`src/rtl/blackjack_pkg.sv`:
```
// Shared definitions for the blackjack round sequencer and its datapath.
package blackjack_pkg;

    localparam int TOTAL_W_DEF      = 8;
    localparam int BUST_LIMIT_DEF   = 21;
    localparam int DEALER_STAND_DEF = 17;
    localparam int MAX_CARDS_DEF    = 5;

    typedef enum logic [3:0] {
        ST_IDLE        = 4'd0,
        ST_DEAL_P1     = 4'd1,
        ST_DEAL_D1     = 4'd2,
        ST_DEAL_P2     = 4'd3,
        ST_DEAL_D2     = 4'd4,
        ST_CHK_NAT     = 4'd5,
        ST_PLAYER_TURN = 4'd6,
        ST_P_HIT       = 4'd7,
        ST_P_CHECK     = 4'd8,
        ST_D_CHECK     = 4'd9,
        ST_D_HIT       = 4'd10,
        ST_SETTLE      = 4'd11
    } state_t;

    typedef enum logic [1:0] {
        OUT_NONE = 2'd0,
        OUT_WIN  = 2'd1,
        OUT_LOSE = 2'd2,
        OUT_PUSH = 2'd3
    } outcome_t;

endpackage

```
`src/rtl/switch_edge.sv`:
```
// Rising-edge detector for one switch level. The history flop keeps tracking
// the input through reset, so a switch already high at reset release gives no event.
module switch_edge (
    input  logic clk,
    input  logic sw_i,
    output logic rise_o
);

    logic sw_q;

    // Previous-cycle copy of the switch level.
    always_ff @(posedge clk) begin
        sw_q <= sw_i;
    end

    assign rise_o = sw_i & ~sw_q;

endmodule

```
`src/rtl/round_scheduler.sv`:
```
// Sequences one blackjack round: deal P,D,P,D, player turn, dealer turn, settle.
//
//   state          | meaning
//   ---------------+--------------------------------------------------
//   ST_IDLE        | waiting for go; bet checked against bankroll
//   ST_DEAL_P1..D2 | the four opening draws, player/dealer alternating
//   ST_CHK_NAT     | player 21 after the deal skips the player turn
//   ST_PLAYER_TURN | hold = stand, go = hit, card cap forces stand
//   ST_P_HIT       | player draw
//   ST_P_CHECK     | player bust goes straight to settle
//   ST_D_CHECK     | dealer draws below the stand value and under the cap
//   ST_D_HIT       | dealer draw
//   ST_SETTLE      | one of win/lose/push, then back to idle
//
// Check states wait while a load strobe is out so the datapath totals they
// read already include the card just drawn.
module round_scheduler
    import blackjack_pkg::*;
#(
    parameter int TOTAL_W      = TOTAL_W_DEF,
    parameter int BUST_LIMIT   = BUST_LIMIT_DEF,
    parameter int DEALER_STAND = DEALER_STAND_DEF,
    parameter int MAX_CARDS    = MAX_CARDS_DEF
) (
    input  logic               clk,
    input  logic               reset,
    input  logic               go,
    input  logic               hold,
    input  logic [3:0]         bet,
    input  logic [TOTAL_W-1:0] money,
    input  logic [TOTAL_W-1:0] player_total,
    input  logic [TOTAL_W-1:0] dealer_total,
    output logic               draw_req,
    input  logic               card_valid,
    input  logic [3:0]         card_in,
    output logic [3:0]         card_out,
    output logic               ld_card_player,
    output logic               ld_card_dealer,
    output logic               clr_hands,
    output logic               win,
    output logic               lose,
    output logic               push,
    output logic               bet_err,
    output logic [3:0]         state
);

    localparam logic [TOTAL_W-1:0] BUST_T   = TOTAL_W'(BUST_LIMIT);
    localparam logic [TOTAL_W-1:0] STAND_T  = TOTAL_W'(DEALER_STAND);
    localparam logic [2:0]         CARD_CAP = 3'(MAX_CARDS);

    state_t             state_q, state_d;
    outcome_t           outcome_d;
    logic               go_e, hold_e;
    logic               ld_p_q, ld_p_d, ld_d_q, ld_d_d;
    logic               clr_q, clr_d, bet_err_q, bet_err_d;
    logic               win_q, lose_q, push_q;
    logic [3:0]         card_q;
    logic [2:0]         p_cnt_q, d_cnt_q;
    logic [TOTAL_W-1:0] bet_ext;
    logic               in_draw, ld_busy, accept, bet_ok;

    switch_edge u_go_edge   (.clk(clk), .sw_i(go),   .rise_o(go_e));
    switch_edge u_hold_edge (.clk(clk), .sw_i(hold), .rise_o(hold_e));

    assign bet_ext  = TOTAL_W'(bet);
    assign bet_ok   = (bet != 4'd0) && (bet_ext <= money);
    assign in_draw  = state_q inside {ST_DEAL_P1, ST_DEAL_D1, ST_DEAL_P2, ST_DEAL_D2,
                                      ST_P_HIT, ST_D_HIT};
    // The load cycle drops the request, so back-to-back deal states see a gap.
    assign ld_busy  = ld_p_q | ld_d_q;
    assign draw_req = in_draw & ~ld_busy;
    assign accept   = draw_req & card_valid;

    // Next-state and strobe decode.
    always_comb begin
        state_d   = state_q;
        ld_p_d    = 1'b0;
        ld_d_d    = 1'b0;
        clr_d     = 1'b0;
        bet_err_d = 1'b0;
        outcome_d = OUT_NONE;
        case (state_q)
            ST_IDLE: begin
                if (go_e) begin
                    if (bet_ok) begin
                        clr_d   = 1'b1;
                        state_d = ST_DEAL_P1;
                    end else begin
                        bet_err_d = 1'b1;
                    end
                end
            end
            ST_DEAL_P1: if (accept) begin ld_p_d = 1'b1; state_d = ST_DEAL_D1; end
            ST_DEAL_D1: if (accept) begin ld_d_d = 1'b1; state_d = ST_DEAL_P2; end
            ST_DEAL_P2: if (accept) begin ld_p_d = 1'b1; state_d = ST_DEAL_D2; end
            ST_DEAL_D2: if (accept) begin ld_d_d = 1'b1; state_d = ST_CHK_NAT; end
            ST_CHK_NAT: begin
                if (!ld_busy)
                    state_d = (player_total == BUST_T) ? ST_D_CHECK : ST_PLAYER_TURN;
            end
            ST_PLAYER_TURN: begin
                if (hold_e || p_cnt_q == CARD_CAP) state_d = ST_D_CHECK;
                else if (go_e)                     state_d = ST_P_HIT;
            end
            ST_P_HIT: if (accept) begin ld_p_d = 1'b1; state_d = ST_P_CHECK; end
            ST_P_CHECK: begin
                if (!ld_busy)
                    state_d = (player_total > BUST_T) ? ST_SETTLE : ST_PLAYER_TURN;
            end
            ST_D_CHECK: begin
                if (!ld_busy)
                    state_d = (dealer_total < STAND_T && d_cnt_q < CARD_CAP) ? ST_D_HIT
                                                                              : ST_SETTLE;
            end
            ST_D_HIT: if (accept) begin ld_d_d = 1'b1; state_d = ST_D_CHECK; end
            ST_SETTLE: begin
                state_d = ST_IDLE;
                if (player_total > BUST_T)            outcome_d = OUT_LOSE;
                else if (dealer_total > BUST_T)       outcome_d = OUT_WIN;
                else if (player_total > dealer_total) outcome_d = OUT_WIN;
                else if (player_total == dealer_total) outcome_d = OUT_PUSH;
                else                                  outcome_d = OUT_LOSE;
            end
            default: state_d = ST_IDLE;
        endcase
    end

    // State register and registered output strobes.
    always_ff @(posedge clk) begin
        if (reset) begin
            state_q   <= ST_IDLE;
            card_q    <= 4'd0;
            ld_p_q    <= 1'b0;
            ld_d_q    <= 1'b0;
            clr_q     <= 1'b0;
            bet_err_q <= 1'b0;
            win_q     <= 1'b0;
            lose_q    <= 1'b0;
            push_q    <= 1'b0;
        end else begin
            state_q   <= state_d;
            if (accept) card_q <= card_in;
            ld_p_q    <= ld_p_d;
            ld_d_q    <= ld_d_d;
            clr_q     <= clr_d;
            bet_err_q <= bet_err_d;
            win_q     <= (outcome_d == OUT_WIN);
            lose_q    <= (outcome_d == OUT_LOSE);
            push_q    <= (outcome_d == OUT_PUSH);
        end
    end

    // Per-hand card counters, cleared at round start and saturating at the cap.
    always_ff @(posedge clk) begin
        if (reset || clr_d) begin
            p_cnt_q <= 3'd0;
            d_cnt_q <= 3'd0;
        end else begin
            if (ld_p_d && p_cnt_q < CARD_CAP) p_cnt_q <= p_cnt_q + 3'd1;
            if (ld_d_d && d_cnt_q < CARD_CAP) d_cnt_q <= d_cnt_q + 3'd1;
        end
    end

    assign card_out       = card_q;
    assign ld_card_player = ld_p_q;
    assign ld_card_dealer = ld_d_q;
    assign clr_hands      = clr_q;
    assign bet_err        = bet_err_q;
    assign win            = win_q;
    assign lose           = lose_q;
    assign push           = push_q;
    assign state          = state_q;

endmodule

```
`config.mk`:
```
export PLATFORM = sky130hd
export DESIGN_NAME = round_scheduler
export DESIGN_NICKNAME = d
export VERILOG_FILES = /design/src/rtl/blackjack_pkg.sv /design/src/rtl/switch_edge.sv /design/src/rtl/round_scheduler.sv
export SDC_FILE = /design/constraint.sdc
export NUM_CORES = 1
export LEC_CHECK = 0
export CORE_AREA = 2 2 66 68
export CTS_CLUSTER_DIAMETER = 40
export DETAILED_ROUTE_END_ITERATION = 8
export DIE_AREA = 0 0 68 70
export PLACE_DENSITY = 0.7
export REMOVE_ABC_BUFFERS = 1
export SYNTH_ARGS = -nofsm -noshare
export SYNTH_HDL_FRONTEND = slang
export SYNTH_HIERARCHICAL = 1
export SYNTH_SLANG_ARGS = --single-unit
```
`constraint.sdc`:
```
create_clock -name clk -period 3.7 [get_ports clk]
set_clock_uncertainty 0.15 [all_clocks]
set_input_delay 0.74 -clock clk [delete_from_list [all_inputs] [get_ports clk]]
set_output_delay 0.74 -clock clk [all_outputs]
set_load 0.05 [all_outputs]
```
Yosys cells after proc, flatten, opt, wreduce, memory -nomap -nowiden
Index checks and enable logic that the tools add are counted.
{"block": "op_classes", "n_addsub": 2, "magnitude_cmp": 7, "muxes": 29, "bitwise_logic": 10, "reduce_logical": 13, "n_eq_ne": 29}
{"cell": "4-bit 2-to-1 mux", "n": 15}
{"cell": "4-bit case mux with 11 select lines", "n": 1}
{"cell": "2-bit inequality test, second input constant", "n": 11}
{"cell": "4-bit by 3-bit equality test with 1-bit output, second input constant", "n": 4}
{"cell": "4-bit equality test, second input constant", "n": 4}
{"cell": "8-bit by 5-bit > comparator with 1-bit output, second input constant", "n": 2}
{"cell": "12-bit AND reduction", "n": 1}
{"cell": "1-bit 2-to-1 mux", "n": 9}
{"cell": "3-bit OR reduction", "n": 3}
{"cell": "4-bit by 2-bit equality test with 1-bit output, second input constant", "n": 2}
{"cell": "8-bit by 5-bit equality test with 1-bit output, second input constant", "n": 1}
{"cell": "8-bit equality test", "n": 1}
{"cell": "8-bit > comparator", "n": 1}
{"cell": "4-bit by 8-bit less-or-equal comparator with 1-bit output", "n": 1}
{"cell": "8-bit by 5-bit less-than comparator with 1-bit output, second input constant", "n": 1}
{"cell": "2-bit 2-to-1 mux", "n": 4}
{"cell": "3-bit by 1-bit adder with 3-bit output, second input constant", "n": 2}
{"cell": "3-bit less-than comparator, second input constant", "n": 2}
{"cell": "6-bit nonzero test", "n": 1}
{"cell": "1-bit inverter", "n": 5}
{"cell": "1-bit AND", "n": 4}
{"cell": "2-bit equality test, second input constant", "n": 2}
{"cell": "4-bit by 1-bit equality test with 1-bit output, second input constant", "n": 1}
{"cell": "1-bit logical AND", "n": 4}
{"cell": "7 further kinds", "n": 8}
{"block": "totals", "output_inout_bits": 16, "reg_bits": 23}

Logic depth before layout (Yosys ltp)
Gate-level depths: netlist of the first run.
{"block": "depth", "word_depth": 7, "depth_mapped": 8, "ltp_nobuf": 8}

By module
The synthesis of the first run kept the hierarchy.
{"mod": "round_scheduler", "instances": 1, "seq_area_each_um2": 420.4, "area_per_inst_um2": 1519.0, "cells_each": 190}
{"mod": "switch_edge", "instances": 2, "seq_area_each_um2": 20.0, "area_per_inst_um2": 33.8, "cells_each": 2}

Worst setup path before layout of the first run
No wires, ideal clock.
{"block": "synth_timing", "path_kind": "reg2out", "startpoint": "register state_q[2], in the netlist state[2]", "endpoint": "output port draw_req", "t_arrival_ps": 1921, "stages_incl_launch_ff": 5, "required_time_ps": 2810, "slack_ps": 889, "n_path_buf": 1, "path_cell_list": "dfxtp_1 -> buf_4 -> or3b_1 -> a21oi_2 -> o21a_1"}
{"block": "synth_between", "elab_chain_cells": 3, "word_cells_on_any_way": 8, "classes_between": "6 x eq/ne; 1 x bitwise; 1 x reduce/logical"}
{"item": "start: declaration", "line_no": "round_scheduler.sv:51", "rtl": "state_t state_q, state_d;"}
{"item": "start signal: assignment", "line_no": "round_scheduler.sv:141", "rtl": "state_q <= state_d;"}
{"item": "4-bit by 1-bit equality test with 1-bit output (tied with other cells)", "line_no": "round_scheduler.sv:67", "rtl": "assign in_draw = state_q inside {ST_DEAL_P1, ST_DEAL_D1, ST_DEAL_P2, ST_DEAL_D2,"}
{"item": "6-bit nonzero test (*)", "line_no": "round_scheduler.sv:67"}
{"item": "1-bit AND (*)", "line_no": "round_scheduler.sv:71", "rtl": "assign draw_req = in_draw & ~ld_busy;"}
{"item": "end: declaration", "line_no": "round_scheduler.sv:33", "rtl": "output logic draw_req,"}
Every way passes the cells marked *; elsewhere a longest branch is shown, timed or not.

Worst setup path after layout of the first run
{"block": "layout_timing", "startpoint": "register state_q[1], in the netlist state[1]", "endpoint": "output port draw_req"}
The elaborated chain is that of the path after synthesis.

==> results of run 1 <==
## power breakdown
part	internal, mW	switching (mW)	leakage [nW]
clock	0.0753	0.0837	0.0255
sequential	0.281	0.0419	0.187
combinational	0.234	0.340	0.678
total	0.590	0.465	0.891
## cell families after synthesis
kind of cell    count (synthesis)  synth area share
xor+xnor                        2            0.0110
fa+ha+maj                      15             0.118
compound gates                 48             0.212
buf+inv                        24            0.0655
flops                          23             0.290
simple gates                   77             0.271
mux                             5            0.0315
## stage by stage
step | setup slack (ps) | std cells | area (µm²)
global placement | 531 | 295 | 2160
detailed placement | 485 | 295 | 2160
floorplan | 953 | 188 | 1550
CTS | 367 | 299 | 2200
finish | 368 | 299 | 2200
global route | 263 | 299 | 2200
## area by class of cell
cell class | instances | area (µm²) | area share
sequential | 23 | 460 | 0.209
tap | 52 | 65.1 | 0.0295
multi-input combinational | 147 | 1020 | 0.464
clock buffer | 3 | 41.3 | 0.0187
timing repair buffer | 55 | 543 | 0.246
clock inverter | 1 | 5.00 | 0.00227
inverter | 18 | 67.6 | 0.0306
## cell usage in the layout (no fill, tap or decap), types with 2 or more instances in the layout
cell             instances
nand4_1                  6
a211oi_1                 2
clkbuf_8                 3
buf_4                    3
nor2_1                  23
a2111oi_0                2
nand2b_1                 2
mux2i_1                  5
a31oi_1                  4
nor3_1                   8
or2b_1                   3
a21oi_1                 11
nor2b_4                  2
o21ai_0                  8
nor2b_1                  6
ha_1                    15
nand2_1                  8
dfxtp_1                 23
nand3_1                  2
a21o_1                   3
inv_1                   18
o21a_1                   3
or3_1                    2
clkdlybuf4s50_1         52
nor3b_1                  2
nor4_1                   7
## critical path, delay by kind of cell, from the launching register on
| kind | cells | cell delay (ps) |
|---|---|---|
| buffers and inverters | 1 | 800 |
| flip-flops | 1 | 670 |
| AO/OA/AOI/OAI | 2 | 430 |
| AND/OR/NAND/NOR | 1 | 280 |
## registers in the layout, summed over array words and instances (netlist names), 3 cells and up
signal and cells:
d_cnt_q 3, p_cnt_q 3, state 4, card_out 4
## per-layer routing
metal / vias to the layer above / share of wire / GRT usage / wire length (µm)
li1: 815 / - / - / -
met1: 722 / 0.46 / 0.210 / 1740
met2: 53 / 0.48 / 0.274 / 1800
met3: 2 / 0.057 / 0.0209 / 218
met4: 0 / 0.0079 / 0.0467 / 30
met5: - / 0 / 0 / 0
## final timing paths
path                                  start          end  slack (ps)
worst min-delay path            card_out[0]  card_out[0]         350
worst min register to register  card_out[0]  card_out[0]         350
worst max-delay path               state[1]     draw_req         370
worst max register to register     state[1]     state[1]        1280
==> flow_summary.json, run 1 <==
{
  "max_cap_violations": 0,
  "crit_chain": "or2b_1 > a21oi_1 > o21a_1 > clkdlybuf4s50_1",
  "arrival_ps": 2440,
  "postRouteAntennaNets": 0,
  "async_flop_share": 0,
  "rsz0062_at_grt": "no",
  "timing.final.crit_share": 0.901,
  "core_um2": 4140,
  "cts_tree": "done",
  "die_x_um": 68,
  "firstDrtPassIters": 4,
  "cp.required_ps": 2810,
  "yosysUniqueCellTypes": 50,
  "worstMarginPinSlew_ps": 657,
  "whs_ps": 354,
  "slowest_stage": "clkdlybuf4s50_1",
  "setup_violations": 0,
  "synth_edf_count": 0,
  "ctsHoldBuffers": 0,
  "p_leak_nw": 0.891,
  "fin_tns_setup_ps": 0,
  "synth_area_leaders": "dfxtp_1, ha_1, nor2_1",
  "num_vias": 1592,
  "cts_root_buf": "clkbuf_8",
  "ctsResizeCount": 0,
  "post-route-drc-count": 0,
  "fillCellCount": 415,
  "yosysSeqAreaShare": 0.290,
  "cts-htree-levels": 1,
  "synth_top_cells_by_count": "dfxtp_1, nor2_1, inv_1, ha_1, a21oi_1",
  "critPathCaptureType": "primary output",
  "synth_top_area_frac": 0.290,
  "track_usage": 0.162,
  "drive_above_1_share": 0.0567,
  "fin_nets": 300,
  "clock_path_buffers": 2,
  "synthFlopType": "dfxtp_1",
  "outcome": "finished, final reports clean",
  "worst-setup-path-type": "reg -> out",
  "start_kind": "flop",
  "synth_area_um2": 1590,
  "ys.warnings.count": 6,
  "r2r_cells": 6,
  "pwr_density_cell_nw_per_um2": 479,
  "grt_pass1_wl_mm": 6.10,
  "min_path_type": "reg -> reg",
  "fin_crit_ps": 3330,
  "p_total_mw": 1.06,
  "max_freq_mhz": 300,
  "grt_pass1_vias": 1456,
  "finalWirelength_mm": 3.80,
  "die_h_um": 70,
  "slew_violations": 0,
  "grt-ovfl-total": 0,
  "crit_path_max_fanout": 20,
  "grt_max_degree": 21,
  "port_buffers": 52,
  "cts_setup_buffers": 0,
  "fin_util": 0.532,
  "std_cell_rows": 24,
  "max-vdd-ir-drop_mv": 0.157,
  "clk_pin_slew_worst_paths_ps": 90,
  "slew_headroom": 0.551,
  "drt_iter0_drc": 55,
  "antenna_found_initial": 0,
  "dp_hpwl_mm": 2.98,
  "vias_per_cell": 5.32,
  "hold_viol_final": 0,
  "syn_inst": 194,
  "diodes": 0,
  "initial_utilization": 0.383,
  "cts_buffers": 3,
  "ys_ff_latch": 23,
  "cts_sinks": 23,
  "max_stage_delay_ps": 800,
  "area_delta_synth_final_pct": 39.0,
  "die_area_um2": 4760,
  "route.detailed.wl_per_inst_um": 12.7,
  "avgSynthCellArea_um2": 8.18,
  "synth_top_area_cell": "dfxtp_1",
  "place.gp.congestion": 0.862,
  "worstSkewPairLatency_ps": 270,
  "hold_depth": 2,
  "io_pins": 53
}
Power figures use the tool's default switching activity.
==> run 2, diff against run 1 <==
- CORE_AREA: 2 2 66 68 -> 8 8 72 74
- DIE_AREA: 0 0 68 70 -> 0 0 80 82
==> flow_summary.json, run 2 (synthesized netlist as in run 1, its figures left out) <==
{
  "outcome": "finished, final reports clean",
  "setup_violations": 0,
  "hold_start": "card_out[0]",
  "final_cell_mix": "clkdlybuf4s50_1, nor2_1, dfxtp_1, inv_1, ha_1",
  "pwr_density_cell_nw_per_um2": 481,
  "critPathCaptureType": "primary output",
  "rsz0062_at_grt": "no",
  "antenna_found_initial": 0,
  "die_x_um": 80,
  "core_um2": 4140,
  "area_delta_synth_final_pct": 39.4,
  "fin_nets": 301,
  "vias_per_cell": 5.28,
  "route.detailed.wl_per_inst_um": 13.6,
  "r2r_start": "state[0]",
  "critical_path_buf_inv_count": 1,
  "min_path_type": "reg -> reg",
  "fin_tns_setup_ps": 0,
  "worst-setup-path-type": "reg -> out",
  "timing.final.crit_share": 0.863,
  "cts-htree-levels": 1,
  "ctsHoldBuffers": 0,
  "cp.required_ps": 2810,
  "slowest_stage": "clkdlybuf4s50_1",
  "whs_endpoint": "card_out[0]",
  "ctsResizeCount": 0,
  "drive_above_1_share": 0.0605,
  "hold_viol_final": 0,
  "std_cell_rows": 24,
  "worstMarginPinSlew_ps": 643,
  "pre_cts_slack_ps": 472,
  "slew_headroom": 0.561,
  "max_stage_delay_ps": 800,
  "grt_pass1_vias": 1518,
  "clk_pin_slew_worst_paths_ps": 80,
  "setup_slack_ps": 505,
  "grt-ovfl-total": 0,
  "crit_family": "buffers and inverters",
  "cts_root_buf": "clkbuf_8",
  "drt_iter0_drc": 149,
  "crit_chain": "or3b_1 > a21oi_2 > o21a_1 > clkdlybuf4s50_1",
  "port_buffers": 52,
  "track_usage": 0.126,
  "initial_utilization": 0.383,
  "die_area_um2": 6560,
  "layout_commonest_cell": "clkdlybuf4s50_1",
  "slew_violations": 0,
  "ff2ff_setup_slack_ps": 1320,
  "whs_ps": 351,
  "postRouteAntennaNets": 0,
  "worstSkewPairLatency_ps": 270,
  "arrival_ps": 2300,
  "cts_tree": "done",
  "fin_crit_ps": 3190,
  "dp_hpwl_mm": 3.34,
  "num_vias": 1583,
  "crit_path_max_fanout": 7,
  "grt_pass1_wl_mm": 6.73,
  "cts_setup_buffers": 0,
  "hold_depth": 2,
  "p_leak_nw": 0.897,
  "clock_path_buffers": 2,
  "diodes": 0,
  "start_kind": "flop",
  "max-vdd-ir-drop_mv": 0.167,
  "max_freq_mhz": 313,
  "grt_max_degree": 18,
  "io_pins": 53,
  "cts_buffers": 3,
  "cts_sinks": 23,
  "max_cap_violations": 0,
  "r2r_cells": 7,
  "post-route-drc-count": 0,
  "die_h_um": 82,
  "firstDrtPassIters": 4,
  "place.gp.congestion": 0.859,
  "finalWirelength_mm": 4.09,
  "reg2reg_to": "state[1]"
}
==> run 2: cell types whose count changed in the layout (fill, tap and decap cells not counted), sizes merged <==
| cell | delta |
|---|---|
| buf | +1 |
==> run 2: tightest hold or removal path, cell delays in order, from the launching register on <==
cell,delay [ps]
dfxtp_1,330
mux2i_1,70
nor2_1,70
==> run 2: routing by layer <==
layer  up-vias  track usage  wire (µm)
li1        817            -          -
met1       712        0.149       1870
met2        47        0.213       1900
met3         7       0.0208        221
met4         0       0.0691        102
met5         -            0          0
==> run 2: worst max path at each step <==
stage / start / cells after the start / to / slack [ps]
2_1_floorplan: state[2] / 3 / draw_req / 950
3_3_place_gp: money[1] / 9 / state[1] / 530
3_5_place_dp: money[1] / 9 / state[1] / 470
4_1_cts: state[0] / 4 / draw_req / 490
5_1_grt: state[0] / 4 / draw_req / 410
6_report: state[0] / 4 / draw_req / 510
==> run 2: layout make-up <==
cell class,count,area [µm²]
timing repair buffer,56,551
multi-input combinational,147,1020
sequential,23,460
tap,52,65.1
clock buffer,3,41.3
inverter,18,67.6
fill,408,1930
clock inverter,1,5.00
==> run 2: per-stage QoR <==
step | instances | power [mW] | util | area [µm²]
finish | 300 | 1.06 | 0.534 | 2210
global route | 300 | 1.13 | 0.534 | 2210
CTS | 300 | 1.07 | 0.534 | 2210
detailed placement | 296 | 0.909 | 0.523 | 2170
global placement | 296 | 0.905 | 0.523 | 2170
floorplan | 188 | 0.709 | - | 1550
==> run 2: where the power goes <==
group,switching (mW),internal (mW)
Sequential,0.0325,0.281
Combinational,0.353,0.237
Clock,0.0842,0.0754
Total,0.470,0.594
